## config.mk

```make
export PLATFORM = sky130hd
export DESIGN_NAME = chip_ram_sdram_responder
export DESIGN_NICKNAME = d
export VERILOG_FILES = /design/src/rtl/chip_ram_sdram_responder.sv
export SDC_FILE = /design/constraint.sdc
export NUM_CORES = 1
export LEC_CHECK = 0
export ABC_AREA = 0
export CORE_ASPECT_RATIO = 1.2
export CORE_MARGIN = 2
export CORE_UTILIZATION = 50
export DETAILED_ROUTE_END_ITERATION = 8
export PLACE_DENSITY = 0.84
export SYNTH_ARGS = -nofsm -noshare
export SYNTH_HDL_FRONTEND = slang
export SYNTH_SLANG_ARGS = --single-unit
```

## constraint.sdc

```tcl
create_clock -name CLK40 -period 3.1 [get_ports CLK40]
set_clock_uncertainty 0.05 [all_clocks]
set_input_delay 0.775 -clock CLK40 [delete_from_list [all_inputs] [get_ports CLK40]]
set_output_delay 0.775 -clock CLK40 [all_outputs]
set_load 0.005 [all_outputs]
```

## src/rtl/chip_ram_sdram_responder.sv

```systemverilog
// chip_ram_sdram_responder: SDRAM-side responder/checker for the U712 chip RAM
// command bus. It decodes commands as the device sees them and tracks the
// init sequence, the open row and the busy windows. Protocol violations are
// latched in sticky ERR bits, and read/write data strobes are produced.
// Optional feature: define SDRAM_RESP_TIMING_CHECK_EN to build the
// tRCD/tRP/tRFC/auto-precharge timers and the refresh-starvation counter
// (ERR[5:3]). Without it, those bits read 0 and the busy states last one
// enabled cycle.
module chip_ram_sdram_responder #(
  parameter int unsigned CAS_LAT     = 2,
  parameter logic [10:0] MODE_EXPECT = 11'h020
`ifdef SDRAM_RESP_TIMING_CHECK_EN
  ,
  parameter int unsigned TRCD_MIN    = 2,
  parameter int unsigned TRP_MIN     = 2,
  parameter int unsigned TRFC_MIN    = 3,
  parameter int unsigned AP_CYCLES   = 4,
  parameter int unsigned REFRESH_MAX = 310
`endif
) (
  input  logic        CLK40,
  input  logic        REFRESH_RST,
  input  logic        CLK_EN,
  input  logic        SDRAM_CSn,
  input  logic        SDRAM_RASn,
  input  logic        SDRAM_CASn,
  input  logic        SDRAM_WEn,
  input  logic        BANK1,
  input  logic        BANK0,
  input  logic [10:0] CMA,
  output logic        CONFIGURED,
  output logic        ROW_OPEN,
  output logic [9:0]  OPEN_ROW,
  output logic [8:0]  LAST_COL,
  output logic        RD_VALID,
  output logic        WR_STROBE,
  output logic [15:0] REFRESH_COUNT,
  output logic [7:0]  ERR,
  output logic        ERR_ANY
);

  typedef enum logic [2:0] {
    S_INIT_PRE, S_INIT_MRS, S_INIT_REF1, S_INIT_REF2,
    S_IDLE, S_ACTIVE, S_AP_BUSY, S_REFRESHING
  } state_t;

  state_t             state_q;
  logic               configured_q, row_open_q;
  logic [9:0]         open_row_q;
  logic [8:0]         last_col_q;
  logic [CAS_LAT-1:0] rd_pipe_q, rd_pipe_d;
  logic               wr_q;
  logic [15:0]        ref_count_q;
  logic [7:0]         err_q, err_d, err_set;
  logic               err_any_q;

  // Enabled commands only; a deselected or clock-disabled cycle decodes as NOP.
  logic c_pre, c_act, c_rd, c_wr, c_ref, c_mrs, c_ill;
  logic cmd_any, c_rw, a10;
  logic busy_hit, trcd_hit, ref_hit, busy_last;

  // Command decode from {RASn,CASn,WEn} while selected and clock-enabled.
  always_comb begin
    c_pre = 1'b0; c_act = 1'b0; c_rd = 1'b0; c_wr = 1'b0;
    c_ref = 1'b0; c_mrs = 1'b0; c_ill = 1'b0;
    if (CLK_EN && !SDRAM_CSn) begin
      case ({SDRAM_RASn, SDRAM_CASn, SDRAM_WEn})
        3'b111:  c_ill = 1'b0;
        3'b010:  c_pre = 1'b1;
        3'b011:  c_act = 1'b1;
        3'b101:  c_rd  = 1'b1;
        3'b100:  c_wr  = 1'b1;
        3'b001:  c_ref = 1'b1;
        3'b000:  c_mrs = 1'b1;
        default: c_ill = 1'b1;
      endcase
    end
  end

  assign cmd_any = c_pre | c_act | c_rd | c_wr | c_ref | c_mrs | c_ill;
  assign c_rw    = c_rd | c_wr;
  assign a10     = CMA[10];

`ifdef SDRAM_RESP_TIMING_CHECK_EN
  localparam int unsigned    RW      = $clog2(REFRESH_MAX + 2);
  localparam logic [RW-1:0]  REF_LIM = RW'(REFRESH_MAX + 1);

  // busy_q covers tRP, tRFC and auto-precharge: it holds the number of
  // further enabled edges at which a non-NOP is still illegal.
  logic [7:0]    busy_q, trcd_q;
  logic [RW-1:0] ref_cnt_q, ref_cnt_d;

  // Refresh-interval counter: runs on every CLK40 edge once configured,
  // cleared by AUTOREFRESH, saturates one past the limit.
  always_comb begin
    ref_cnt_d = ref_cnt_q;
    if (c_ref)                                        ref_cnt_d = '0;
    else if (configured_q && ref_cnt_q != REF_LIM)    ref_cnt_d = ref_cnt_q + 1'b1;
  end

  assign busy_hit  = cmd_any && (busy_q != 8'd0);
  assign trcd_hit  = c_rw && (trcd_q != 8'd0);
  assign ref_hit   = (ref_cnt_d == REF_LIM);
  assign busy_last = (busy_q <= 8'd1);

  // Timers advance on enabled edges only; the refresh counter free-runs.
  always_ff @(posedge CLK40 or posedge REFRESH_RST) begin
    if (REFRESH_RST) begin
      busy_q    <= '0;
      trcd_q    <= '0;
      ref_cnt_q <= '0;
    end else begin
      if (CLK_EN) begin
        if (c_pre)             busy_q <= 8'(TRP_MIN - 1);
        else if (c_ref)        busy_q <= 8'(TRFC_MIN - 1);
        else if (c_rw && a10)  busy_q <= 8'(AP_CYCLES - 1);
        else if (busy_q != 0)  busy_q <= busy_q - 8'd1;
        if (c_act)             trcd_q <= 8'(TRCD_MIN - 1);
        else if (trcd_q != 0)  trcd_q <= trcd_q - 8'd1;
      end
      ref_cnt_q <= ref_cnt_d;
    end
  end
`else
  assign busy_hit  = 1'b0;
  assign trcd_hit  = 1'b0;
  assign ref_hit   = 1'b0;
  assign busy_last = 1'b1;
`endif

  logic init_st, init_ok;
  assign init_st = (state_q == S_INIT_PRE) || (state_q == S_INIT_MRS) ||
                   (state_q == S_INIT_REF1) || (state_q == S_INIT_REF2);
  assign init_ok = (state_q == S_INIT_PRE  && c_pre) ||
                   (state_q == S_INIT_MRS  && c_mrs) ||
                   (state_q == S_INIT_REF1 && c_ref) ||
                   (state_q == S_INIT_REF2 && c_ref);

  // Violation detection for the command on this edge; several may fire at once.
  always_comb begin
    err_set    = '0;
    err_set[0] = init_st && cmd_any && !init_ok;
    err_set[1] = c_act && row_open_q;
    err_set[2] = c_rw && !row_open_q;
    err_set[3] = trcd_hit;
    err_set[4] = busy_hit;
    err_set[5] = ref_hit;
    err_set[6] = (c_mrs && CMA != MODE_EXPECT) || (cmd_any && {BANK1, BANK0} != 2'b11);
    err_set[7] = c_ill || (c_rw && !a10);
    err_d      = err_q | err_set;
  end

  // Read-latency pipe; frozen while the clock is disabled.
  always_comb begin
    rd_pipe_d = rd_pipe_q;
    if (CLK_EN) begin
      rd_pipe_d[0] = c_rd;
      for (int i = 1; i < CAS_LAT; i++) rd_pipe_d[i] = rd_pipe_q[i-1];
    end
  end

  // Init and run FSM; a violating command is still followed.
  always_ff @(posedge CLK40 or posedge REFRESH_RST) begin
    if (REFRESH_RST) begin
      state_q      <= S_INIT_PRE;
      configured_q <= 1'b0;
      row_open_q   <= 1'b0;
    end else if (CLK_EN) begin
      case (state_q)
        S_INIT_PRE:  if (c_pre) state_q <= S_INIT_MRS;
        S_INIT_MRS:  if (c_mrs) state_q <= S_INIT_REF1;
        S_INIT_REF1: if (c_ref) state_q <= S_INIT_REF2;
        S_INIT_REF2: if (c_ref) begin
          state_q      <= S_IDLE;
          configured_q <= 1'b1;
        end
        default: begin
          if (c_act) begin
            state_q    <= S_ACTIVE;
            row_open_q <= 1'b1;
          end else if (c_rw && a10) begin
            state_q    <= S_AP_BUSY;
            row_open_q <= 1'b0;
          end else if (c_pre) begin
            state_q    <= S_IDLE;
            row_open_q <= 1'b0;
          end else if (c_ref) begin
            state_q    <= S_REFRESHING;
            row_open_q <= 1'b0;
          end else if ((state_q == S_AP_BUSY || state_q == S_REFRESHING) && busy_last) begin
            state_q    <= S_IDLE;
          end
        end
      endcase
    end
  end

  // Latched address fields, strobes, refresh count and sticky errors.
  always_ff @(posedge CLK40 or posedge REFRESH_RST) begin
    if (REFRESH_RST) begin
      open_row_q  <= '0;
      last_col_q  <= '0;
      rd_pipe_q   <= '0;
      wr_q        <= 1'b0;
      ref_count_q <= '0;
      err_q       <= '0;
      err_any_q   <= 1'b0;
    end else begin
      if (c_act) open_row_q <= CMA[9:0];
      if (c_rw)  last_col_q <= CMA[8:0];
      if (c_ref) ref_count_q <= ref_count_q + 16'd1;
      rd_pipe_q <= rd_pipe_d;
      wr_q      <= c_wr;
      err_q     <= err_d;
      err_any_q <= |err_d;
    end
  end

  assign CONFIGURED    = configured_q;
  assign ROW_OPEN      = row_open_q;
  assign OPEN_ROW      = open_row_q;
  assign LAST_COL      = last_col_q;
  assign RD_VALID      = rd_pipe_q[CAS_LAT-1];
  assign WR_STROBE     = wr_q;
  assign REFRESH_COUNT = ref_count_q;
  assign ERR           = err_q;
  assign ERR_ANY       = err_any_q;

endmodule

```

# Word level (Yosys, flattened, before mapping)
# Cells that the tools add are included.
[classes]
add_sub_neg = 1
n_mul = 0
div_mod_pow = 0
order_cmp = 0
eq_ne = 17
n_shift = 0
n_mux = 28
bitwise = 9
reduce_logical = 36
[op_table]
columns = ["cell", "n"]
rows = [
  ["2-to-1 mux 3 bit", 9],
  ["2-to-1 mux 1 bit", 18],
  ["adder 16 x 1 -> 16 bit, second input constant", 1],
  ["== test 3 bit, second input constant", 5],
  ["logical AND 1 bit", 13],
  ["== test 3 x 2 -> 1 bit, second input constant", 4],
  ["case mux 3 bit (4 select lines)", 1],
  ["inequality test 11 x 6 -> 1 bit, second input constant", 1],
  ["inequality test 2 bit, second input constant", 5],
  ["logical OR 1 bit", 9],
  ["OR 8 bit", 1],
  ["OR reduction 8 bit", 1],
  ["OR 1 bit", 7],
  ["OR reduction 7 bit", 1],
  ["== test 3 x 1 -> 1 bit, second input constant", 2],
  ["zero test 3 bit", 2],
  ["AND reduction 3 bit", 2],
  ["AND reduction 6 bit", 1],
  ["nonzero test 6 bit", 1],
  ["zero test 1 bit", 4],
  ["nonzero test 4 bit", 1],
  ["OR reduction 4 bit", 1],
  ["inverter 1 bit", 1],
]
[totals]
register_bits = 52
latch_bits = 0
ramBits = 0
mem_bits_ro = 0
input_bits = 20
output_inout_bits = 48
elab_cells = 101
mem_count = 0

# Logic depth before layout (Yosys ltp)
# Gate-level depths: netlist of run 1.
[logic_depth]
ltp_word = 13
ltp_mapped = 6
ltp_nobuf = 5

# Least setup slack after synthesis of run 1
# OpenSTA, ideal clock, no wires.
[synth_path]
kind = "input to register"
from = "input SDRAM_CSn"
to = "register err_any_q (netlist: ERR_ANY)"
setup_time_ps = 139
arrival_ps = 2358
t_required_ps = 2911
slack_ps = 554
stages = 4
path_buffers = 0
path_cell_list = "or3b_4 or4_1 a41o_1 or4b_1"
[synth_between]
elab_chain_cells = 13
elab_cells_between_ends = 35
cone_classes = "7 x mux; 8 x bitwise; 20 x reduce/logical"
[synth_rtl]
columns = ["element", "line_no", "rtl"]
rows = [
  ["start: declaration", "24", "input logic SDRAM_CSn,"],
  ["zero test 1 bit (*)", "66", "if (CLK_EN && !SDRAM_CSn) begin"],
  ["logical AND 1 bit (*)", "66", ""],
  ["2-to-1 mux 1 bit", "66", ""],
  ["OR 1 bit (6 in series)", "80", "assign cmd_any = c_pre | c_act | c_rd | c_wr | c_ref | c_mrs | c_ill;"],
  ["logical AND 1 bit", "142", "err_set[0] = init_st && cmd_any && !init_ok;"],
  ["logical AND 1 bit (*)", "142", ""],
  ["OR 8 bit (*)", "150", "err_d = err_q | err_set;"],
  ["net err_d[0]", "54", "logic [7:0] err_q, err_d, err_set;"],
  ["OR reduction 8 bit (*)", "215", "err_any_q <= |err_d;"],
  ["end signal: assignment", "215", ""],
  ["end: declaration", "55", "logic err_any_q;"],
]
# Mark *: on every way through the listed nets, which the timed path passes. The rest lies on a longest branch.
# A chain may end at the register's enable or synchronous reset.

# Final worst setup path of run 1
[layout_path]
from = "input CLK_EN"
to = "register err_any_q (netlist: ERR_ANY)"
[layout_between]
elab_chain_cells = 12
elab_cells_between_ends = 34
cone_classes = "7 x mux; 8 x bitwise; 19 x reduce/logical"
[layout_rtl]
columns = ["element", "line_no", "rtl"]
rows = [
  ["start: declaration", "23", "input logic CLK_EN,"],
  ["logical AND 1 bit (*)", "66", ""],
  ["2-to-1 mux 1 bit", "66", ""],
  ["OR 1 bit (6 in series)", "80", ""],
  ["logical AND 1 bit", "142", ""],
  ["logical AND 1 bit (*)", "142", ""],
  ["OR 8 bit (*)", "150", ""],
  ["net err_d[0]", "54", ""],
  ["OR reduction 8 bit (*)", "215", ""],
]
# Marks and branches as above.

==> results.ini, run 1 <==
[run]
drv_cap = 0

[cts]
cts.sinks = 49
clockRootBuffer = clkbuf_8
cts_resized = 0
numCtsBuffers = 5
clock_latency_ns = 0.30
h-tree-depth = 2
clk_pin_slew_ns = 0.09
cts_hold_buf = 0
cts_tree = done
post_cts_buffers = 0
clockBufferDepth = 2

[sta]
worst_slew_pin_slew_ns = 0.603
final_max_slew_viol_count = 0
final-hold-violation-count = 0
max_slew_margin = 0.598
rsz0062_at_grt = no
max_freq_ghz = 0.359
finalCriticalPeriod_ns = 2.79
setup_tns_ns = 0
whs_ns = 0.425
fin_ws_ns = 0.314
finalSetupViolations = 0
period_share = 0.899

[setup_path]
crit_path_max_fanout = 2
crit_type = in2reg
crit_arrival_ns = 2.91
startpoint_type = input port
worstPathCellList = clkdlybuf4s50_1 -> or3b_4 -> or4_1 -> a41o_1 -> or4b_1
crit_required_ns = 3.22
critPathCaptureType = flop
slowest_delay_ns = 0.50
crit_slowest_cell = or4_1

[final_layout]
postLayoutCoreUtil = 0.719
syn_to_final_growth_pct = 36.1
final_area_um2 = 3090
fin_cells = 321
drive_gt1_frac = 0.174
final_common_cell = clkdlybuf4s50_1
fin_nets = 285
antenna_cells = 0
final_cell_mix = clkdlybuf4s50_1, dfrtp_1, mux2_2

[floorplan]
initial_core_util = 0.528
fp-row-count = 26
pin_count = 68
die_x_um = 65.5
core_um2 = 4290
die_height_um = 77.8
dieArea_um2 = 5090

[route]
drt-wirelength-per-cell_um = 15.0
firstDrtPassIters = 4
via_per_inst = 5.51
ant_nets = 0
vias = 1768
routed_wl_um = 4820
drc_errors = 0
drt-initial-drc-count = 85

[grt]
overflow = 0
grt_max_degree = 50
grt.total_usage = 0.216
grt_pass1_vias = 1849
grt_pass1_wl_um = 8510
antenna_found_initial = 0

[place]
hpwl_um = 3570
place.gp.congestion = 0.850
place_area_um2 = 2970
pre_cts_ws_ns = 0.0358
dp.cells = 313
port_buffers = 64

[power]
power.total_mw = 1.59
p_leak_nw = 1.32
p_per_area_nw_per_um2 = 516
irDropWorstVdd_mv = 0.480

[synthesis]
synth_area_um2 = 2270
ys_top_cells_by_area = dfrtp_1, mux2_2, xnor2_1
ys_ff_latch = 49
synth_top_area_frac = 0.541
avgSynthCellArea_um2 = 11.8
ys_warn_count = 0
synth_flop_cell = dfrtp_1
synthArstFlopShare = 1.00
yosysSeqAreaShare = 0.541
yosysUniqueCellTypes = 48
synth_largest_area_cell = dfrtp_1
synth_edf_count = 0
synthCells = 192

[worst_hold_path]
hold_path_class = reg2reg

[outcome]
status = complete, no violations

## cell usage after synthesis, types with 4 or more instances
cell type,number
xnor2_1,10
nor2_1,8
mux2_2,21
nand2_1,11
nand3_1,10
xor2_1,6
dfrtp_1,49
buf_4,6
inv_1,7
nor3_1,6
nor4_1,4
## logic make-up (layout without fill, tap and decap cells)
kind of cell	Yosys count	count (layout)	share of synthesized area
DFF	49	49	0.541
adders and majority gates	1	1	0.00552
and+or+nand+nor	62	62	0.153
buffers and inverters	19	90	0.0530
xor gates and xnor gates	16	16	0.0618
muxes	21	21	0.104
AOI/OAI and AO/OA	23	23	0.0795
other	1	3	0.00165
## flip-flops by register name, indices dropped and copies added (netlist names)
register	count
ERR_ANY	1
state_q	3
REFRESH_COUNT	16
rd_pipe_q	2
OPEN_ROW	10
ROW_OPEN	1
LAST_COL	9
ERR	5
CONFIGURED	1
WR_STROBE	1
## routing by layer
metal / vias to the layer above / wire length (um) / global-route usage
li1: 821 / - / -
met1: 876 / 1920 / 0.245
met2: 65 / 2490 / 0.373
met3: 6 / 339 / 0.0710
met4: 0 / 71 / 0.0792
met5: - / 0 / 0
## report_power, final
part	switching [mW]	leakage [nW]	internal (mW)	total, mW
registers	0.0606	0.605	0.722	0.783
logic	0.119	0.658	0.241	0.360
clock network	0.207	0.0554	0.242	0.449
total	0.387	1.32	1.21	1.59
## critical path, delay by kind of cell
| family | cells | cell delay (ns) |
|---|---|---|
| AO/OA/AOI/OAI | 1 | 0.27 |
| buffers and inverters | 1 | 0.48 |
| AND/OR/NAND/NOR | 3 | 1.38 |
## worst paths after layout
kind,start,end,slack (ns),depth (start not counted)
hold reg to reg,REFRESH_COUNT[15],REFRESH_COUNT[15],0.43,1
max in group asynchronous,REFRESH_RST,REFRESH_COUNT[1],1.70,3
setup reg to reg,state_q[0],ERR_ANY,1.06,4
setup / recovery,CLK_EN,ERR_ANY,0.31,5
min in group asynchronous,REFRESH_RST,REFRESH_COUNT[14],0.87,3
hold / removal,REFRESH_COUNT[15],REFRESH_COUNT[15],0.43,1
## final cells by class
type / instances / area, um^2
tap: 56 / 70.1
sequential: 49 / 1230
inverter: 7 / 26.3
timing repair buffer: 75 / 723
fill: 323 / 1210
clock inverter: 2 / 38.8
multi-input combinational: 126 / 928
clock buffer: 6 / 72.6
Note: power is estimated with default switching activity, not from simulation.
==> run 2, diff against run 1 <==
--- a/config.mk
+++ b/config.mk
@@ -11,6 +11,7 @@
 export CORE_UTILIZATION = 50
 export DETAILED_ROUTE_END_ITERATION = 8
 export PLACE_DENSITY = 0.84
+export RECOVER_POWER = 50
 export SYNTH_ARGS = -nofsm -noshare
 export SYNTH_HDL_FRONTEND = slang
 export SYNTH_SLANG_ARGS = --single-unit
==> run 2 against run 1 <==
Compared with the run above:
- largest cell class unchanged
- combinational power down 4%
- global-route usage unchanged
- hold slack about the same
==> results.ini, run 2 (same netlist as run 1, synthesis figures left out) <==
[outcome]
status = complete, no violations  ; unchanged

[sta]
period_share = 0.937  ; was 0.899
final_max_slew_viol_count = 0  ; unchanged
finalCriticalPeriod_ns = 2.90  ; was 2.79 ns
finalSetupViolations = 0  ; unchanged
final-hold-violation-count = 0  ; unchanged
setup_tns_ns = 0  ; unchanged
fin_ws_ns = 0.196  ; was 0.314 ns
max_freq_ghz = 0.344  ; was 0.359 GHz
rsz0062_at_grt = no  ; unchanged
max_slew_margin = 0.220  ; was 0.598
worst_slew_pin_slew_ns = 1.17  ; was 0.603 ns
whs_ns = 0.425  ; about the same

[route]
routed_wl_um = 4810  ; was 4820 um
ant_nets = 0  ; unchanged
vias = 1755  ; was 1768
drt-wirelength-per-cell_um = 15.0  ; about the same
via_per_inst = 5.47  ; was 5.51
firstDrtPassIters = 4  ; unchanged
drt-initial-drc-count = 85  ; unchanged
drc_errors = 0  ; unchanged

[cts]
clk_pin_slew_ns = 0.09  ; about the same
cts_resized = 0  ; unchanged
cts.sinks = 49  ; unchanged
h-tree-depth = 2  ; unchanged
numCtsBuffers = 5  ; unchanged
cts_tree = done  ; unchanged
cts_hold_buf = 0  ; unchanged
clockBufferDepth = 2  ; unchanged
clock_latency_ns = 0.29  ; was 0.30 ns
clockRootBuffer = clkbuf_8  ; unchanged
post_cts_buffers = 0  ; unchanged

[power]
pwr-share-seq = 0.496  ; was 0.492
p_leak_nw = 1.33  ; was 1.32 nW
pwr-share-clk = 0.284  ; was 0.282
switching_power_mw = 0.382  ; was 0.387 mW
irDropWorstVdd_mv = 0.477  ; was 0.480 mV
p_sw_frac = 0.243  ; about the same
p_per_area_nw_per_um2 = 512  ; was 516 nW/um^2
intPower_mw = 1.19  ; was 1.21 mW
power_frac_comb = 0.220  ; was 0.226
power.total_mw = 1.58  ; was 1.59 mW

[grt]
overflow = 0  ; unchanged
grt_pass1_wl_um = 8510  ; unchanged
grt_max_degree = 50  ; unchanged
grt.total_usage = 0.216  ; unchanged
grt_pass1_vias = 1849  ; unchanged
antenna_found_initial = 0  ; unchanged

[final_layout]
final_common_cell = dfrtp_1  ; was clkdlybuf4s50_1
drive_gt1_frac = 0.166  ; was 0.174
largest_reg_flops = 16  ; unchanged
fin_cells = 321  ; unchanged
postLayoutCoreUtil = 0.717  ; was 0.719
final_cell_mix = dfrtp_1, clkdlybuf4s50_1, mux2_2  ; was clkdlybuf4s50_1, dfrtp_1, mux2_2
fin_nets = 285  ; unchanged
final_area_um2 = 3080  ; was 3090 um^2
antenna_cells = 0  ; unchanged
syn_to_final_growth_pct = 35.8  ; was 36.1%

[floorplan]
dieArea_um2 = 5090  ; unchanged
initial_core_util = 0.528  ; unchanged
core_um2 = 4290  ; unchanged
pin_count = 68  ; unchanged
die_x_um = 65.5  ; unchanged
die_height_um = 77.8  ; unchanged
fp-row-count = 26  ; unchanged

[place]
hpwl_um = 3570  ; unchanged
dp.cells = 313  ; unchanged
port_buffers = 64  ; unchanged
pre_cts_ws_ns = 0.0358  ; unchanged
place.gp.congestion = 0.850  ; unchanged
place_area_um2 = 2970  ; unchanged

[worst_hold_path]
hold_path_class = reg2reg  ; unchanged

[setup_path]
crit_type = in2reg  ; unchanged
slowest_delay_ns = 0.56  ; was 0.50 ns
critPathCaptureType = flop  ; unchanged
crit_buf_inv = 1  ; unchanged
crit_slowest_cell = dlygate4sd3_1  ; was or4_1
worstPathCellList = dlygate4sd3_1 -> or3b_4 -> or4_1 -> a41o_1 -> or4b_1  ; was clkdlybuf4s50_1 -> or3b_4 -> or4_1 -> a41o_1 -> or4b_1
crit_path_max_fanout = 2  ; unchanged
crit_required_ns = 3.22  ; about the same
crit_arrival_ns = 3.02  ; was 2.91 ns
cp_top_family = simple AND/OR/NAND/NOR gates  ; unchanged
startpoint_type = input port  ; unchanged

[run]
drv_cap = 0  ; unchanged

## run 2: cell types whose count changed in the layout (fill, tap and decap cells not counted), sizes merged
| cell | previous run | this run |
|---|---|---|
| clkinv | 1 | 2 |
| clkdlybuf4s50 | 64 | 46 |
| dlygate4sd3 | 0 | 18 |
| buf | 11 | 8 |
| clkbuf | 6 | 9 |
| inv | 7 | 6 |
## run 2: area by class of cell
type | instances | area (um^2)
fillers | 326 | 1210
repair buffers | 75 | 717
flip-flops and latches | 49 | 1230
clock inverters | 2 | 38.8
clock buffers | 6 | 72.6
multi-input cells | 126 | 928
well taps | 56 | 70.1
inverters | 7 | 26.3
## run 2: worst register-to-register path, stage by stage, from the launching register on
cell and delay (ns):
dfrtp_1 0.46, xnor2_1 0.19, or4_1 0.44, a41o_1 0.27, or4b_1 0.50
## run 2: final timing paths
| kind | endpoint | from | slack, ns | depth (start not counted) |
|---|---|---|---|---|
| setup / recovery | ERR_ANY | SDRAM_CSn | 0.20 | 5 |
| hold / removal | REFRESH_COUNT[15] | REFRESH_COUNT[15] | 0.43 | 1 |
| setup reg to reg | ERR_ANY | state_q[0] | 1.05 | 4 |
| hold reg to reg | REFRESH_COUNT[15] | REFRESH_COUNT[15] | 0.43 | 1 |
| max in group asynchronous | REFRESH_COUNT[1] | REFRESH_RST | 1.05 | 3 |
| min in group asynchronous | REFRESH_COUNT[14] | REFRESH_RST | 1.23 | 3 |
## run 2: power groups by stage
stage                     registers (mW)  logic (mW)  clock network [mW]
after global routing               0.796       0.380               0.487
after floorplan                    0.795       0.141                   0
final                              0.782       0.347               0.447
after global placement             0.793       0.356                   0
after CTS                          0.785       0.367               0.461
after detailed placement           0.797       0.364                   0
## run 2: routing by layer
| layer | track usage | vias to the layer above | wire [um] |
|---|---|---|---|
| met5 | 0 | - | 0 |
| met4 | 0.0792 | 0 | 76 |
| met3 | 0.0710 | 7 | 341 |
| met2 | 0.373 | 67 | 2490 |
| met1 | 0.245 | 858 | 1910 |
| li1 | - | 823 | - |
